### src/rtl/mdu_arbiter.sv
// Two-port arbiter in front of a shared MDU: grants one op at a time, issues it for a single
// cycle, waits out multi-cycle ops and returns MFHI/MFLO results to the requester that asked.
module mdu_arbiter #(
   parameter bit ROUND_ROBIN = 1'b1,
   parameter int DW          = 32
) (
   input  logic          clk,
   input  logic          reset,
   input  logic          req0_valid,
   input  logic [5:0]    req0_type,
   input  logic [DW-1:0] req0_a,
   input  logic [DW-1:0] req0_b,
   output logic          req0_ready,
   output logic          rsp0_valid,
   output logic [DW-1:0] rsp0_data,
   input  logic          req1_valid,
   input  logic [5:0]    req1_type,
   input  logic [DW-1:0] req1_a,
   input  logic [DW-1:0] req1_b,
   output logic          req1_ready,
   output logic          rsp1_valid,
   output logic [DW-1:0] rsp1_data,
   output logic [5:0]    mdu_type,
   output logic [DW-1:0] mdu_in1,
   output logic [DW-1:0] mdu_in2,
   output logic          mdu_start,
   input  logic [DW-1:0] mdu_out,
   input  logic          mdu_busy,
   output logic [1:0]    dbg_state
);

   // Handshake: a request transfers on a rising clk edge where reqN_valid & reqN_ready are both 1.
   // Ready depends only on valid, state, rr pointer and mdu_busy; a requester must hold its op
   // stable while valid is high and may drop valid at any time before the transfer.

   localparam logic [1:0] ST_IDLE  = 2'd0;
   localparam logic [1:0] ST_ISSUE = 2'd1;
   localparam logic [1:0] ST_WAIT  = 2'd2;
   localparam logic [1:0] ST_RESP  = 2'd3;

   localparam logic [5:0] OP_MULT  = 6'h15;
   localparam logic [5:0] OP_DIVU  = 6'h18;
   localparam logic [5:0] OP_MFHI  = 6'h19;
   localparam logic [5:0] OP_MFLO  = 6'h1A;
   localparam logic [5:0] OP_MTLO  = 6'h1C;

   logic [1:0]    state_q;
   logic          rr_q;
   logic          id_q;
   logic [5:0]    type_q;
   logic [DW-1:0] a_q;
   logic [DW-1:0] b_q;
   logic [DW-1:0] rsp_q;

   logic grant0, grant1, can_accept, accept;
   logic in_issue, op_legal, op_muldiv, op_mf;

   // rr_q = 1 means requester 1 wins a tie.
   assign grant1     = req1_valid & (~req0_valid | (ROUND_ROBIN & rr_q));
   assign grant0     = req0_valid & ~grant1;
   assign can_accept = (state_q == ST_IDLE) & ~mdu_busy;
   assign req0_ready = can_accept & grant0;
   assign req1_ready = can_accept & grant1;
   assign accept     = (req0_valid & req0_ready) | (req1_valid & req1_ready);

   assign in_issue  = (state_q == ST_ISSUE);
   assign op_legal  = (type_q >= OP_MULT) && (type_q <= OP_MTLO);
   assign op_muldiv = (type_q >= OP_MULT) && (type_q <= OP_DIVU);
   assign op_mf     = (type_q == OP_MFHI) || (type_q == OP_MFLO);

   // The MDU acts on mdu_type every cycle, so it must be zero outside the issue cycle.
   assign mdu_type  = (in_issue && op_legal) ? type_q : 6'h00;
   assign mdu_in1   = in_issue ? a_q : '0;
   assign mdu_in2   = in_issue ? b_q : '0;
   assign mdu_start = in_issue & op_muldiv;

   assign rsp0_valid = (state_q == ST_RESP) & ~id_q;
   assign rsp1_valid = (state_q == ST_RESP) &  id_q;
   assign rsp0_data  = rsp0_valid ? rsp_q : '0;
   assign rsp1_data  = rsp1_valid ? rsp_q : '0;
   assign dbg_state  = state_q;

   always_ff @(posedge clk or negedge reset) begin
      if (!reset) begin
         state_q <= ST_IDLE;
         rr_q    <= 1'b0;
         id_q    <= 1'b0;
         type_q  <= 6'h00;
         a_q     <= '0;
         b_q     <= '0;
         rsp_q   <= '0;
      end else begin
         case (state_q)
            ST_IDLE: begin
               if (accept) begin
                  id_q    <= grant1;
                  type_q  <= grant1 ? req1_type : req0_type;
                  a_q     <= grant1 ? req1_a : req0_a;
                  b_q     <= grant1 ? req1_b : req0_b;
                  rr_q    <= grant0;
                  state_q <= ST_ISSUE;
               end
            end
            ST_ISSUE: begin
               if (op_muldiv) begin
                  state_q <= ST_WAIT;
               end else if (op_mf) begin
                  rsp_q   <= mdu_out;
                  state_q <= ST_RESP;
               end else begin
                  state_q <= ST_IDLE;
               end
            end
            ST_WAIT: begin
               if (!mdu_busy) state_q <= ST_IDLE;
            end
            default: begin
               state_q <= ST_IDLE;
            end
         endcase
      end
   end

endmodule
### config.mk
export PLATFORM = sky130hd
export DESIGN_NAME = mdu_arbiter
export DESIGN_NICKNAME = d
export VERILOG_FILES = /design/src/rtl/mdu_arbiter.sv
export SDC_FILE = /design/constraint.sdc
export NUM_CORES = 1
export LEC_CHECK = 0
export CAP_MARGIN = 10
export CELL_PAD_IN_SITES_DETAIL_PLACEMENT = 0
export CELL_PAD_IN_SITES_GLOBAL_PLACEMENT = 1
export CORE_MARGIN = 2
export CORE_UTILIZATION = 30
export DETAILED_ROUTE_END_ITERATION = 8
export PLACE_DENSITY = 0.89
export RECOVER_POWER = 25
export SLEW_MARGIN = 20
export SYNTH_ARGS = -nofsm -noshare
export SYNTH_HDL_FRONTEND = slang
export SYNTH_SLANG_ARGS = --single-unit
### constraint.sdc
create_clock -name clk -period 1.8 [get_ports clk]
set_input_delay 0.45 -clock clk [delete_from_list [all_inputs] [get_ports clk]]
set_output_delay 0.45 -clock clk [all_outputs]
set_load 0.01 [all_outputs]
After elaboration in Yosys (flattened, before gate mapping)
Index checks and enable logic that the tools add are counted.

operators by class
  divide/modulo/power cells = 0
  multiplexer cells = 13
  equality and inequality tests = 7
  shift-type cells = 0
  bitwise logic cells = 17
  reduce and logical (&&, ||, !) cells = 8
  $add $sub $neg = 0
  multipliers = 0
  $lt $le $gt $ge = 3

operators with widths
  cell                                                                                 number
  32-bit 2-to-1 mux                                                                    6
  6-bit by 5-bit == test with 1-bit output, second input constant                      2
  6-bit by 5-bit less-or-equal comparator with 1-bit output, second input constant     2
  6-bit 2-to-1 mux                                                                     2
  1-bit AND                                                                            10
  2-bit 2-to-1 mux                                                                     4
  6-bit by 5-bit greater-or-equal comparator with 1-bit output, second input constant  1
  2-bit one-hot mux with 3 select lines                                                1
  1-bit inverter                                                                       5
  2-bit == test, second input constant                                                 2
  2-bit inequality test, second input constant                                         2
  2-bit AND reduction                                                                  2
  1-bit logical AND                                                                    3
  3-bit AND reduction                                                                  1
  2-bit by 1-bit == test with 1-bit output, second input constant                      1
  2-bit zero test                                                                      1
  1-bit OR                                                                             2
  1-bit logical OR                                                                     1

storage, ports and cells
  memories = 0
  word-level logic and storage cells = 55
  output and inout bits = 141
  memory bits (read-only) = 0
  memory bits (writable) = 0
  register bits after elaboration = 106
  bits in latches = 0
  bits of input ports = 177

Logic depth before layout (Yosys ltp)
Gate-level depths: netlist of the first run.

  depth in word-level cells = 10
  depth in mapped cells = 5
  depth with buffers taken out = 3

Worst setup path before layout of the first run
No wires, ideal clock.

  path type = register -> output
  from = register state_q[0] (netlist: dbg_state[0])
  to = output port req1_ready
  slack = 0.043 ns
  stages on the path, launching flop included = 3
  arrival time = 1.307 ns
  buffers on the path = 0
  data required time = 1.350 ns
  cells stage by stage = dfrtp_1 -> or3_4 -> nor3_1

between the ends
  cells in the longest elaborated chain, start to end = 3

ends and longest elaborated chain
  what                      RTL line  RTL
  start: declaration        47        logic [1:0] state_q;
  start signal: assignment  85        state_q <= ST_IDLE;
  start signal: assignment  101       state_q <= ST_ISSUE;
  start signal: assignment  106       state_q <= ST_WAIT;
  2-bit zero test           61        assign can_accept = (state_q == ST_IDLE) & ~mdu_busy;
  1-bit AND                 61
  1-bit AND                 63        assign req1_ready = can_accept & grant1;
  end: declaration          20        output logic req1_ready,

No other way between the ends.

Final worst setup path of the first run
  from = register state_q[1] (netlist: dbg_state[1])
  to = output port req1_ready

Same word-level chain as after synthesis.

==> metrics, run 1 <==
outcome finished with violations; failing checks setup timing; Synth Instances 502; Peak supply drop 495 uV; multi-input logic area 3430 sq um; post-route ant nets 0; Max Cap Viol 0; Overflow after GRT 0; top post-synthesis cells by area dfrtp_1, a2bb2oi_2, and2_1; LEAKAGE 4.82 nW; Worst-Skew Late Latency 0.35 ns; Max Slew Vio Count 0; DRT Pass-1 Iters 4; ANT cells 0; Fillers 1694; Via Count 5699; clock sink count 106; cell row count 52; Worst slew margin 53.5%; Post-synth EDFFs 0; CP top delay family simple AND/OR/NAND/NOR gates; Die X 147 um; GPL Wtd Cong 0.800; CP Cell Sequence buf_4, buf_6, or3_4, nor3_4, buf_2; vias in the first global route 5953; Via density 4.91; worst setup margin -0.399 ns; Initial Util 30.6%; total chip power 0.0111 W; Post-Route WL 22.6 mm; Wirelength per Cell 19.5 um; Root Driver clkbuf_16; GR Util All Layers 20.6%; Remaining DRCs 0; Critical Path Max Stage Delay 0.45 ns; cell taking the most area after synthesis dfrtp_1; Net count, final 1062; Final Skew 0.00902 ns; Buf/Inv on CP 3; Crit Path Category reg2out; CORE AREA 20200 sq um; htree depth 3; Hold Crit Class reg2reg; cell area after placement 9820 sq um; cts bufs inserted 9; full die area 21700 sq um; Final setup viols 235; I/O pins 318; fraction of layout cells with a size suffix above 1 51.3%; global-route wire length before repair 34.5 mm; Main synth FF type dfrtp_1; Tcrit/Tclk final 122%; WP data required 1.35 ns; most instantiated cells after synthesis and2_1, dfrtp_1, a2bb2oi_2, o32ai_1, clkbuf_1; Reg2Reg Setup Slack -0.26 ns; Syn Nets 679; Clock Path Buffers 2; largest net degree at the start of global routing 71; final worst path period need 2.20 ns; final hold violations 0; Startpoint Class flip-flop; critical path's slowest cell dfrtp_2; Cell variety after synth 34; ys async rst share 100%; Slew @ Worst Pin 0.698 ns; post-synthesis sequential area ratio 43.0%; Clock transition at path regs 0.07 ns; RSZ-0062 raised after global routing yes; syn_area_per_cell 12.3 sq um; dpl hpwl 14.3 mm; setup TNS -47.93 ns; top-count cell post-synth and2_1; initial antenna violation count 0; Cell Pwr Density 995 nW/um^2; IO buf count 316; initial DRC count 178; Mapped Area 6160 sq um; FMAX 0.455 GHz; yosys warns 0; Critical Path AT 1.75 ns; Critical Path Fanout Max 6; CTS tree done; final instance area 11200 sq um; area share of the largest cell type after synthesis 43.0%; #FFs+latches synth 106; Worst setup EP type output port; sequential cell area 2660 sq um; Die Ht 147 um; Layout area overhead 81.5%
area by class of cell:
| type | instances | share of cell area, % |
|---|---|---|
| timing repair buffer | 427 | 39.6 |
| clock inverter | 7 | 0.895 |
| tap | 270 | 3.02 |
| inverter | 1 | 0.0336 |
| multi-input combinational | 340 | 30.7 |
| clock buffer | 9 | 2.01 |
| sequential | 106 | 23.7 |
where the power goes:
part	internal (W)	leakage (nW)	switching, W
Sequential	0.00328	1.17	0.000703
Combinational	0.00312	3.48	0.00184
Clock	0.00123	0.160	0.000950
Total	0.00764	4.82	0.00349
final timing paths:
kind | startpoint | endpoint | depth (start not counted)
worst max-delay path | dbg_state[1] | req1_ready | 5
worst min-delay path | a_q[1] | a_q[1] | 1
worst max register to register | dbg_state[1] | rsp_q[17] | 8
worst min register to register | a_q[1] | a_q[1] | 1
max in group asynchronous | reset | a_q[2] | 3
min in group asynchronous | reset | rsp_q[3] | 2
placed cells by master, fill, tap and decap left out, drive strengths merged:
master         count
o22ai              1
nor2               7
a2bb2oi           71
a31oi              1
or2                1
nand3b             1
a21o               1
conb               1
nand2              6
xnor2              1
o32ai             70
nor3               2
dlygate4sd2        2
a21bo              1
o21ai              2
buf              240
and3               1
nor3b              1
nor2b              3
or3                1
mux2              32
bufinv             2
clkinv             3
inv                3
clkdlybuf4s50    174
dlygate4sd3        1
a21oi              3
xor2               2
nand4bb            1
and2             130
clkbuf            14
dfrtp            106
clkdlybuf4s15      5
cell families after synthesis:
logic type                Yosys count  share of synthesized area, %
xor gates and xnor gates            3                         0.426
AOI/OAI and AO/OA                 150                          28.0
and+or+nand+nor                   154                          16.1
other                               1                        0.0608
DFF                               106                          43.0
muxes                              32                          7.00
buffers and inverters              56                          5.36
registers in the layout (all words and copies together) (netlist names):
signal / flops
a_q: 32
type_q: 6
b_q: 32
id_q: 1
rsp_q: 32
rr_q: 1
dbg_state: 2
routing by layer:
metal  GRT usage, %  vias to the layer above  wire (um)
met5              0                        -          0
met2           36.4                      248      11600
li1               -                     2652          -
met4           5.24                        0        393
met1           24.8                     2777       9020
met3           5.68                       22       1580
stage by stage:
stage / hold WS (ns) / std cells / util (%) / setup slack [ns]
after detailed placement: 0.308 / 1079 / 48.7 / -0.708
after global routing: 0.531 / 1160 / 55.5 / -0.469
after floorplan: 0.154 / 502 / - / 0.0433
final: 0.519 / 1160 / 55.5 / -0.399
after global placement: 0.303 / 1079 / 48.7 / -0.731
after CTS: 0.466 / 1153 / 53.1 / -0.450
repair_timing:
action | CTS | global route
hold buffers | 1 | 0
endpoints found under the setup margin | 242 | 242
hold endpoints to repair | 8 | 0
pin swaps | 26 | 26
cloned | 16 | 3
gates resized for setup | 654 | 127
buffers inserted | 43 | 12
Note: power is estimated with default switching activity, not from simulation.
==> inputs of run 2 (changes only) <==
CORE_AREA = 2 2 124 126   (was not set)
CORE_MARGIN = not set   (was 2)
CORE_UTILIZATION = not set   (was 30)
DIE_AREA = 0 0 126 128   (was not set)
DONT_BUFFER_PORTS = 1   (was not set)
PLACE_DENSITY = 0.79   (was 0.89)
==> run 2 against run 1 <==
The flow finishes with violations (hold timing, setup timing). Utilization down 6.1 points. Non-clock buffer count down 382. Cell count is 40% lower. Total power decreased by 14%. Final area decreased by 34%. Clock power decreased by 12%. Critical endpoint is now mdu_type[2]. Largest cell class is now multi-input gates.
==> metrics, run 2 (synthesized netlist as in run 1, its figures left out) <==
outcome finished with violations; failing checks hold timing, setup timing; Worst slew margin 66.0%; CORE AREA 14900 sq um; Critical Path AT 1.49 ns; setup TNS -12.04 ns; Critical Path Fanout Max 7; RSZ-0062 raised after global routing yes; Via density 6.13; Die Ht 128 um; DRT Pass-1 Iters 4; Root Driver clkbuf_16; Max Slew Vio Count 0; initial DRC count 161; global-route wire length before repair 23.7 mm; Buf/Inv on CP 1; Wirelength per Cell 24.6 um; Final Skew 0.0130 ns; Metal-1 WL 6.57 mm; Cell Pwr Density 1300 nW/um^2; GPL Wtd Cong 0.862; clock sink count 106; Tcrit/Tclk final 108%; CP Cell Sequence nand4bb_4, nor3b_2, buf_4; Die X 126 um; Worst-Skew Late Latency 0.35 ns; ANT cells 0; most frequent cells in the layout and2_4, dfrtp_1, o32ai_1, a2bb2oi_2, buf_4; Net count, final 681; FF-to-FF Start dbg_state[1]; final hold violations 106; Clock Path Buffers 2; IO buf count 0; final cell count without fillers 697; LEAKAGE 2.92 nW; FMAX 0.514 GHz; initial antenna violation count 0; Slew @ Worst Pin 0.508 ns; crit path from dbg_state[1]; Final setup viols 160; Startpoint Class flip-flop; Layout area overhead 19.0%; final worst path period need 1.94 ns; DR top layer met4; dpl hpwl 11.1 mm; GR Util All Layers 18.9%; critical path's slowest cell dfrtp_2; Critical Path Max Stage Delay 0.46 ns; Via Count 4273; cts bufs inserted 9; fin util 49.3%; vias in the first global route 4181; full die area 16100 sq um; Peak supply drop 702 uV; Worst setup EP type output port; Crit Path Category reg2out; total chip power 0.00953 W; largest net degree at the start of global routing 107; post-route ant nets 0; htree depth 3; most common cell after layout, fill and taps aside and2_4; worst setup margin -0.145 ns; Remaining DRCs 0; Overflow after GRT 0; cell row count 45; Max Cap Viol 0; Initial Util 41.5%; I/O pins 318; met3 wire length 1.07 mm; met2 WL 9.23 mm; biggest regs a_q: 32 flops, b_q: 32 flops, rsp_q: 32 flops; CP top delay family simple AND/OR/NAND/NOR gates; # placed instances 663; CTS tree done; Post-Route WL 17.1 mm; fraction of layout cells with a size suffix above 1 58.3%; Hold Crit Class in2async; WP data required 1.35 ns; hold_ws -0.210 ns; Clock transition at path regs 0.07 ns
-- run 2: changes by cell type in the layout (fill, tap and decap cells not counted), moves of 5 or more --
cell	change
clkdlybuf4s50_1	-174
buf_6	-94
buf_2	-60
and2_1	-43
and2_4	+43
buf_4	-24
buf_16	-12
buf_8	-7
clkdlybuf4s15_2	-5
-- run 2: per-layer routing --
metal,global-route usage (%),up-vias
met3,4.88,14
met2,34.9,212
met4,6.01,0
li1,-,1882
met5,0,-
met1,21.2,2165
-- run 2: final cells by class --
type / instances / area (sq um)
fill: 1296 / 7530
sequential: 106 / 2660
multi-input combinational: 341 / 3550
clock buffer: 15 / 278
inverter: 1 / 3.75
timing repair buffer: 45 / 602
clock inverter: 1 / 7.51
tap: 188 / 235
-- run 2: path summary, 6_finish.rpt --
path	end	slack (ns)	depth (start not counted)
min in group clk	rr_q	0.20	1
max	mdu_type[2]	-0.14	3
min reg2reg	a_q[6]	0.53	1
min	rsp_q[8]	-0.21	0
max reg2reg	rsp_q[17]	-0.06	5
max in group asynchronous	rsp_q[21]	1.79	0
-- run 2: stage by stage --
stage               area [sq um]  setup WS [ns]
finish                      7330         -0.145
global route                7330         -0.185
CTS                         6930         -0.150
detailed placement          6430        0.00607
global placement            6430          0.101
floorplan                   6160         0.0433
-- run 2: worst reg2reg max path, delay by kind of cell (launching register included) --
| family | cells | cell delay (ns) |
|---|---|---|
| and+or+nand+nor | 2 | 0.55 |
| buffers and inverters | 2 | 0.43 |
| DFF | 1 | 0.46 |
| muxes | 1 | 0.30 |
-- run 2: repair_timing --
action / 4_1_cts / 5_1_grt
pin swaps: 6 / 27
setup endpoints to repair: 137 / 165
cloned: 0 / 8
hold endpoints to repair: 106 / 106
setup buffers: 6 / 5
gates resized for setup: 66 / 76
-- run 2: power breakdown --
| part | switching, W | total, W | internal [W] |
|---|---|---|---|
| clock | 0.000857 | 0.00191 | 0.00106 |
| combinational | 0.00145 | 0.00354 | 0.00209 |
| sequential | 0.000787 | 0.00407 | 0.00329 |
